--- src/rtl/wish_pack_var_pkg.sv ---
// -----------------------------------------------------------------------------
// wish_pack_var_pkg
//   Shared definitions for the variable-ratio Wishbone-style word packer.
//   The tag bit positions are the same ones used by the integer reader and
//   writer blocks, so a tag produced upstream keeps its meaning here.
//
//   Contents
//     TGC_FIRST  tag bit marking the first word of a packet
//     TGC_LAST   tag bit marking the last word of a packet
// -----------------------------------------------------------------------------
package wish_pack_var_pkg;

   localparam int TGC_FIRST = 0;
   localparam int TGC_LAST  = 1;

endpackage

--- src/rtl/wish_pack_var_outreg.sv ---
// -----------------------------------------------------------------------------
// wish_pack_var_outreg
//   Wide holding register that presents one packed group to the sink with a
//   stb/ack handshake. A group is loaded by a load pulse. It is then held
//   stable until the sink acknowledges it. When no new group replaces it on
//   that edge, the register is cleared.
//
//   Ports
//     clk_i     in   1          clock
//     rst_i     in   1          synchronous active-high reset
//     load      in   1          capture load_dat/load_sel/load_tgc this edge
//     load_dat  in   WIDE_W     packed data to capture
//     load_sel  in   NUM_PACK   lane-valid mask to capture
//     load_tgc  in   TGC_WIDTH  group tag to capture
//     ack       in   1          sink acknowledge (ignored while stb is low)
//     stb       out  1          register holds a group
//     dat       out  WIDE_W     held packed data
//     sel       out  NUM_PACK   held lane-valid mask
//     tgc       out  TGC_WIDTH  held group tag
//     free      out  1          register can take a new group this edge
// -----------------------------------------------------------------------------
module wish_pack_var_outreg #(
   parameter int WIDE_W    = 32,
   parameter int NUM_PACK  = 4,
   parameter int TGC_WIDTH = 2
) (
   input  logic                 clk_i,
   input  logic                 rst_i,
   input  logic                 load,
   input  logic [WIDE_W-1:0]    load_dat,
   input  logic [NUM_PACK-1:0]  load_sel,
   input  logic [TGC_WIDTH-1:0] load_tgc,
   input  logic                 ack,
   output logic                 stb,
   output logic [WIDE_W-1:0]    dat,
   output logic [NUM_PACK-1:0]  sel,
   output logic [TGC_WIDTH-1:0] tgc,
   output logic                 free
);

   // The register frees up either when it is empty or when the current
   // group is handed off on this same edge, which allows back-to-back groups.
   assign free = ~stb | ack;

   // ---- output stage: holding register ----
   always_ff @(posedge clk_i) begin
      if (rst_i) begin
         stb <= 1'b0;
         dat <= '0;
         sel <= '0;
         tgc <= '0;
      end else if (load) begin
         stb <= 1'b1;
         dat <= load_dat;
         sel <= load_sel;
         tgc <= load_tgc;
      end else if (stb && ack) begin
         stb <= 1'b0;
         dat <= '0;
         sel <= '0;
         tgc <= '0;
      end
   end

endmodule

--- src/rtl/wish_pack_var.sv ---
// -----------------------------------------------------------------------------
// wish_pack_var
//   Packs up to NUM_PACK narrow words from a pipelined Wishbone-style source
//   into one wide word for a Wishbone-style sink.
//   - A word tagged "last" can close a group early (FLUSH_ON_LAST).
//   - d_sel_o marks which lanes carry data.
//   - A "first" word arriving mid-group discards the partial group and
//     pulses err_o.
//   - The accumulator can hold one completed group while the output
//     register still holds the previous one, so streaming at full rate
//     never stalls when the sink acknowledges every cycle.
//
//   Parameters
//     DATA_WIDTH     width of one source word
//     NUM_PACK       source words per output word (>=2)
//     TGC_WIDTH      tag width (>=2); bit0 first, bit1 last, rest user bits
//     LITTLE_ENDIAN  1: first word in lane 0; 0: first word in top lane
//     FLUSH_ON_LAST  1: last-tagged word closes the group early
//
//   Ports
//     clk_i      in   1                    clock
//     rst_i      in   1                    synchronous active-high reset
//     s_cyc_i    in   1                    source cycle
//     s_stb_i    in   1                    source strobe
//     s_dat_i    in   DATA_WIDTH           source word
//     s_tgc_i    in   TGC_WIDTH            source tag
//     s_ack_o    out  1                    beat acknowledge, one cycle after accept
//     s_stall_o  out  1                    source stall (registered)
//     d_cyc_o    out  1                    sink cycle
//     d_stb_o    out  1                    sink strobe
//     d_dat_o    out  DATA_WIDTH*NUM_PACK  packed word
//     d_sel_o    out  NUM_PACK             lane valid mask
//     d_tgc_o    out  TGC_WIDTH            group tag
//     d_ack_i    in   1                    sink acknowledge
//     err_o      out  1                    one-cycle pulse after a resync discard
// -----------------------------------------------------------------------------
module wish_pack_var
   import wish_pack_var_pkg::*;
#(
   parameter int DATA_WIDTH    = 8,
   parameter int NUM_PACK      = 4,
   parameter int TGC_WIDTH     = 2,
   parameter bit LITTLE_ENDIAN = 1'b0,
   parameter bit FLUSH_ON_LAST = 1'b1
) (
   input  logic                           clk_i,
   input  logic                           rst_i,
   input  logic                           s_cyc_i,
   input  logic                           s_stb_i,
   input  logic [DATA_WIDTH-1:0]          s_dat_i,
   input  logic [TGC_WIDTH-1:0]           s_tgc_i,
   output logic                           s_ack_o,
   output logic                           s_stall_o,
   output logic                           d_cyc_o,
   output logic                           d_stb_o,
   output logic [DATA_WIDTH*NUM_PACK-1:0] d_dat_o,
   output logic [NUM_PACK-1:0]            d_sel_o,
   output logic [TGC_WIDTH-1:0]           d_tgc_o,
   input  logic                           d_ack_i,
   output logic                           err_o
);

   localparam int WIDE_W = DATA_WIDTH * NUM_PACK;
   localparam int CNT_W  = $clog2(NUM_PACK + 1);
   localparam int LANE_W = $clog2(NUM_PACK);

   // Maps the arrival position of a word within its group to a lane.
   function automatic logic [LANE_W-1:0] lane_of(input logic [CNT_W-1:0] pos);
      logic [LANE_W-1:0] p;
      p = LANE_W'(pos);
      return LITTLE_ENDIAN ? p : (LANE_W'(NUM_PACK - 1) - p);
   endfunction

   // Accumulator state
   logic [CNT_W-1:0]     count;
   logic [WIDE_W-1:0]    acc_dat;
   logic [NUM_PACK-1:0]  acc_sel;
   logic                 first_bit;
   logic                 pend;
   logic [TGC_WIDTH-1:0] pend_tgc;
   logic                 ack_p1;
   logic                 err_p1;

   // Combinational view of the accepted word merged into the group
   logic                 accept;
   logic                 resync;
   logic                 out_free;
   logic                 complete;
   logic                 load;
   logic [CNT_W-1:0]     base_cnt;
   logic [CNT_W-1:0]     cnt_after;
   logic [LANE_W-1:0]    lane;
   logic [WIDE_W-1:0]    merged_dat;
   logic [NUM_PACK-1:0]  merged_sel;
   logic                 grp_first;
   logic [TGC_WIDTH-1:0] grp_tgc;
   logic [WIDE_W-1:0]    load_dat;
   logic [NUM_PACK-1:0]  load_sel;
   logic [TGC_WIDTH-1:0] load_tgc;

   // The stall output is the pending flag itself.
   // While a completed group waits in the accumulator, nothing new can be
   // accepted.
   assign accept = s_cyc_i & s_stb_i & ~pend;
   assign resync = accept & s_tgc_i[TGC_FIRST] & (count != '0);

   always_comb begin
      // A resync word restarts the group as if the accumulator were empty
      base_cnt   = resync ? '0 : count;
      cnt_after  = base_cnt + CNT_W'(1);
      lane       = lane_of(base_cnt);
      merged_dat = resync ? '0 : acc_dat;
      merged_sel = resync ? '0 : acc_sel;
      for (int i = 0; i < NUM_PACK; i++) begin
         if (lane == LANE_W'(i)) begin
            merged_dat[i*DATA_WIDTH +: DATA_WIDTH] = s_dat_i;
            merged_sel[i]                          = 1'b1;
         end
      end

      // Group tag: first bit from the opening word, everything else from
      // the word that closes the group
      grp_first          = (base_cnt == '0) ? s_tgc_i[TGC_FIRST] : first_bit;
      grp_tgc            = s_tgc_i;
      grp_tgc[TGC_FIRST] = grp_first;

      complete = accept & ((cnt_after == CNT_W'(NUM_PACK)) |
                           (FLUSH_ON_LAST & s_tgc_i[TGC_LAST]));

      // A pending group always goes to the output ahead of fresh data.
      // Fresh data cannot complete while a group is pending, because
      // accept is blocked.
      load     = out_free & (pend | complete);
      load_dat = pend ? acc_dat  : merged_dat;
      load_sel = pend ? acc_sel  : merged_sel;
      load_tgc = pend ? pend_tgc : grp_tgc;
   end

   // ---- accumulate stage ----
   always_ff @(posedge clk_i) begin
      if (rst_i) begin
         count     <= '0;
         acc_dat   <= '0;
         acc_sel   <= '0;
         first_bit <= 1'b0;
         pend      <= 1'b0;
         pend_tgc  <= '0;
         ack_p1    <= 1'b0;
         err_p1    <= 1'b0;
      end else begin
         ack_p1 <= accept;
         err_p1 <= resync;
         if (accept) begin
            if (complete) begin
               count <= '0;
               if (out_free) begin
                  acc_dat <= '0;
                  acc_sel <= '0;
               end else begin
                  // Park the finished group until the output register drains
                  acc_dat  <= merged_dat;
                  acc_sel  <= merged_sel;
                  pend_tgc <= grp_tgc;
                  pend     <= 1'b1;
               end
            end else begin
               count     <= cnt_after;
               acc_dat   <= merged_dat;
               acc_sel   <= merged_sel;
               first_bit <= grp_first;
            end
         end else if (pend && out_free) begin
            pend    <= 1'b0;
            acc_dat <= '0;
            acc_sel <= '0;
         end
      end
   end

   assign s_ack_o   = ack_p1;
   assign s_stall_o = pend;
   assign err_o     = err_p1;

   wish_pack_var_outreg #(
      .WIDE_W    (WIDE_W),
      .NUM_PACK  (NUM_PACK),
      .TGC_WIDTH (TGC_WIDTH)
   ) u_outreg (
      .clk_i    (clk_i),
      .rst_i    (rst_i),
      .load     (load),
      .load_dat (load_dat),
      .load_sel (load_sel),
      .load_tgc (load_tgc),
      .ack      (d_ack_i),
      .stb      (d_stb_o),
      .dat      (d_dat_o),
      .sel      (d_sel_o),
      .tgc      (d_tgc_o),
      .free     (out_free)
   );

   assign d_cyc_o = d_stb_o;

endmodule

--- config.mk ---
export PLATFORM = sky130hd
export DESIGN_NAME = wish_pack_var
export DESIGN_NICKNAME = d
export VERILOG_FILES = /design/src/rtl/wish_pack_var_pkg.sv /design/src/rtl/wish_pack_var_outreg.sv /design/src/rtl/wish_pack_var.sv
export SDC_FILE = /design/constraint.sdc
export NUM_CORES = 1
export LEC_CHECK = 0
export CAP_MARGIN = 20
export CORE_ASPECT_RATIO = 1.1
export CORE_MARGIN = 3
export CORE_UTILIZATION = 45
export CTS_BUF_LIST = sky130_fd_sc_hd__clkbuf_16
export DETAILED_ROUTE_END_ITERATION = 10
export PLACE_DENSITY = 0.7
export SYNTH_ARGS = -nofsm -noshare
export SYNTH_HDL_FRONTEND = slang
export SYNTH_SLANG_ARGS = --single-unit
--- constraint.sdc ---
create_clock -name clk_i -period 4.4 [get_ports clk_i]
set_input_delay 0.88 -clock clk_i [delete_from_list [all_inputs] [get_ports clk_i]]
set_output_delay 0.88 -clock clk_i [all_outputs]
set_load 0.05 [all_outputs]
==> impl_metrics.tcl <==
set metrics [dict create \
    outcome "finished clean" \
    post_cts.repair.setup_buffers 0 \
    clk_root_buffer_cell "sky130_fd_sc_hd__clkbuf_16" \
    syn_nets 329 \
    placement_rows 31 \
    final_nets 375 \
    dr.pass1.iters 7 \
    final_common_cell "sky130_fd_sc_hd__dfxtp_1" \
    synth_cells 309 \
    final-hold-violation-count 0 \
    slew_viol_final 0 \
    io_buffer_count 57 \
    syn-mean-instance-area_sq_um 10.56 \
    antenna_cells 0 \
    syn-cell-area_sq_um 3263 \
    yosys_register_bits 84 \
    synth.lib_cells_used.distinct 42 \
    crit_path_end_kind "flip-flop" \
    timing.final.crit_share_pct 81.13 \
    insertion_delay_to_the_later_sink_of_the_worst_skew_pair_ns 0.32 \
    hp-class "flip-flop to flip-flop" \
    worstRegToRegCells 8 \
    place_congestion 0.9770 \
    setup.worst_path.start "s_cyc_i" \
    cp-endpoint "u_outreg.dat[6]" \
    worst_path_required_ns 4.61 \
    rsz0062_at_grt "false" \
    critPathMaxFanout 16 \
    clock.fmax_mhz 280.1 \
    grt_util_all_layers_pct 19.12 \
    cells_resized_by_post_cts_repair 0 \
    place_inst 426 \
    setup_viol 0 \
    die_width_um 87.19 \
    path_cells "clkdlybuf4s50_1, nand4b_1, and2_1, ha_1, ha_1, o211a_1, o211ai_4, nor2b_1, a221o_1" \
    regToRegStartpoint "s_stall_o" \
    ys_top_cells_by_area "sky130_fd_sc_hd__dfxtp_1 (52%), sky130_fd_sc_hd__a221o_1 (9.5%), sky130_fd_sc_hd__a22o_1 (8.6%), sky130_fd_sc_hd__and2_1 (6.9%), sky130_fd_sc_hd__ha_1 (1.9%)" \
    critical_path.most_common_cell "sky130_fd_sc_hd__ha_1" \
    synth_enable_flop_cells 0 \
    wire_length_of_the_first_global_routing_pass_um 12210 \
    detailed_place_hpwl_um 5182 \
    cts_tree "built" \
    layout.cells.most_common_list "sky130_fd_sc_hd__dfxtp_1 (84), sky130_fd_sc_hd__clkdlybuf4s50_1 (57), sky130_fd_sc_hd__and2_1 (36)" \
    most_used_flip_flop_cell_after_synthesis "sky130_fd_sc_hd__dfxtp_1" \
    post-layout-total-power_uw 1662 \
    layoutNonFillerInstCount 441 \
    coreArea_sq_um 6827 \
    critPathKind "primary input to flip-flop" \
    die_height_um 95.31 \
    worstPathArrival_ns 3.78 \
    ys_warn_count 0 \
    floorplan.die_area_sq_um 8310 \
    synth.largest_area_cell "sky130_fd_sc_hd__dfxtp_1" \
    initial_core_util_pct 47.80 \
    totalWireLength_um 7514 \
    tritoncts.num_buffers 9 \
    ys_async_sr_fraction_pct 0 \
    tightestPinTransition_ns 0.7202 \
    clock_sinks 84 \
    max_slew_margin_pct 51.99 \
    detail_route.wl_per_cell_um 17.04 \
    dpl_ws_ns 0.5157 \
    grt_pass1_vias 2388 \
    antenna_violating_nets_post_route 0 \
    cts-hold-fix-buffers 0 \
    dr.first_iter.drc_count 175 \
    r2r_end "u_outreg.dat[6]" \
    drc 0 \
    power.density_nw_per_um2 399.1 \
    detailed_route_vias_per_instance 5.830 \
    grt_start_max_net_pins 33 \
    clock_skew_ns 0.004779 \
    area_growth_pct 27.65 \
    synth_top_cell_area_share_pct 51.53 \
    io_pins 58 \
    worst_path_largest_cell_delay_ns 0.57 \
    cp_slowest_cell "sky130_fd_sc_hd__clkdlybuf4s50_1" \
    drive_above_1_share_pct 7.799 \
    total_gr_overflow 0 \
    fill_cells 588 \
    power.ir.vdd_worst_uv 290.3 \
    worstSetupStartpointType "primary input" \
    min_period_ns 3.570 \
    sequential_area_share_after_synthesis_pct 51.53 \
    leakage_power_uw 0.001626 \
    max_cap_viol_count 0 \
    cts.reportedPaths.clkPinSlew_ns 0.06 \
    grt_antenna_before_repair 0 \
    ctsLongestPathBuffers 2 \
    rrSetupSlack_ns 1.29 \
    routed-via-count 2571 \
    final_critical_path_setup_slack_ns 0.8305 \
    htree_levels 3 \
    fin_setup_tns_ns 0 \
]
-- flip-flops by register name, indices dropped and copies added (netlist names), 2 cells and up --
name	flops
u_outreg.tgc	2
acc_dat	32
u_outreg.dat	32
pend_tgc	2
count	3
acc_sel	4
u_outreg.sel	4
-- cell type report --
type                       count  area [sq um]  area share [%]
tap                           82         102.6           2.463
clock inverter                 6         81.33           1.953
sequential                    84          1682           40.37
timing repair buffer          58         590.6           14.18
multi-input combinational    198          1469           35.27
clock buffer                   9         225.2           5.407
inverter                       4         15.01          0.3605
-- per-stage QoR --
| stage | hold WS [ns] | utilization, % | cell area, sq um |
|---|---|---|---|
| finish | 0.4543 | 61.02 | 4165 |
| CTS | 0.4553 | 61.02 | 4165 |
| detailed placement | 0.4419 | 56.52 | 3859 |
| floorplan | 0.4266 | - | 3263 |
| global route | 0.4765 | 61.02 | 4165 |
| global placement | 0.4354 | 56.52 | 3859 |
-- power by group --
part,switching [uW],internal [uW],total (uW)
Sequential,5.46,770,776
Combinational,75.0,39.8,115
Clock,283,490,772
-- cell usage after synthesis, types with 2 or more instances --
master                     count
sky130_fd_sc_hd__a211oi_1      2
sky130_fd_sc_hd__a21o_1        4
sky130_fd_sc_hd__a21oi_1      10
sky130_fd_sc_hd__a221o_1      31
sky130_fd_sc_hd__a22o_1       32
sky130_fd_sc_hd__and2_1       36
sky130_fd_sc_hd__buf_1         7
sky130_fd_sc_hd__buf_2         8
sky130_fd_sc_hd__buf_4         2
sky130_fd_sc_hd__clkbuf_1      6
sky130_fd_sc_hd__dfxtp_1      84
sky130_fd_sc_hd__ha_1          5
sky130_fd_sc_hd__inv_1         4
sky130_fd_sc_hd__nand2_1      14
sky130_fd_sc_hd__nand2b_1      3
sky130_fd_sc_hd__nand3_1       2
sky130_fd_sc_hd__nor2_1        9
sky130_fd_sc_hd__nor2b_1       9
sky130_fd_sc_hd__nor3_1        5
sky130_fd_sc_hd__nor3_2        4
sky130_fd_sc_hd__o21ai_0       7
sky130_fd_sc_hd__o21ai_2       4
sky130_fd_sc_hd__or2_2         2
-- worst max-delay path: cells and delay by family --
family                   cells  cell delay [ns]
AO/OA/AOI/OAI                3             1.11
adder cells (fa/ha/maj)      2             0.49
buffers and inverters        1             0.57
AND/OR/NAND/NOR              3             0.73
-- metal layers --
metal | part of all wire (%) | global-route usage, % | vias to the layer above
li1 | - | - | 1251
met1 | 48 | 27.57 | 1216
met2 | 45 | 27.97 | 98
met3 | 6.6 | 5.359 | 6
met4 | 0.88 | 5.371 | 0
met5 | 0 | 0 | -
-- logic make-up after synthesis --
logic type,count (synthesis),share of synthesized area (%)
multiplexers,1,0.3068
AND/OR/NAND/NOR,92,16.49
adder cells (fa/ha/maj),5,1.917
flip-flops,84,51.53
buffers and inverters,27,3.643
AO/OA/AOI/OAI,100,26.11
-- worst min path at each step --
stage,end,cells past startpoint,slack [ns],start
floorplan,acc_sel[1],1,0.43,acc_sel[1]
global placement,acc_sel[0],1,0.44,acc_sel[0]
detailed placement,acc_sel[0],1,0.44,acc_sel[0]
CTS,acc_sel[0],1,0.46,acc_sel[0]
global route,acc_sel[0],1,0.48,acc_sel[0]
finish,acc_sel[0],1,0.45,acc_sel[0]
Power figures use the tool's default switching activity.
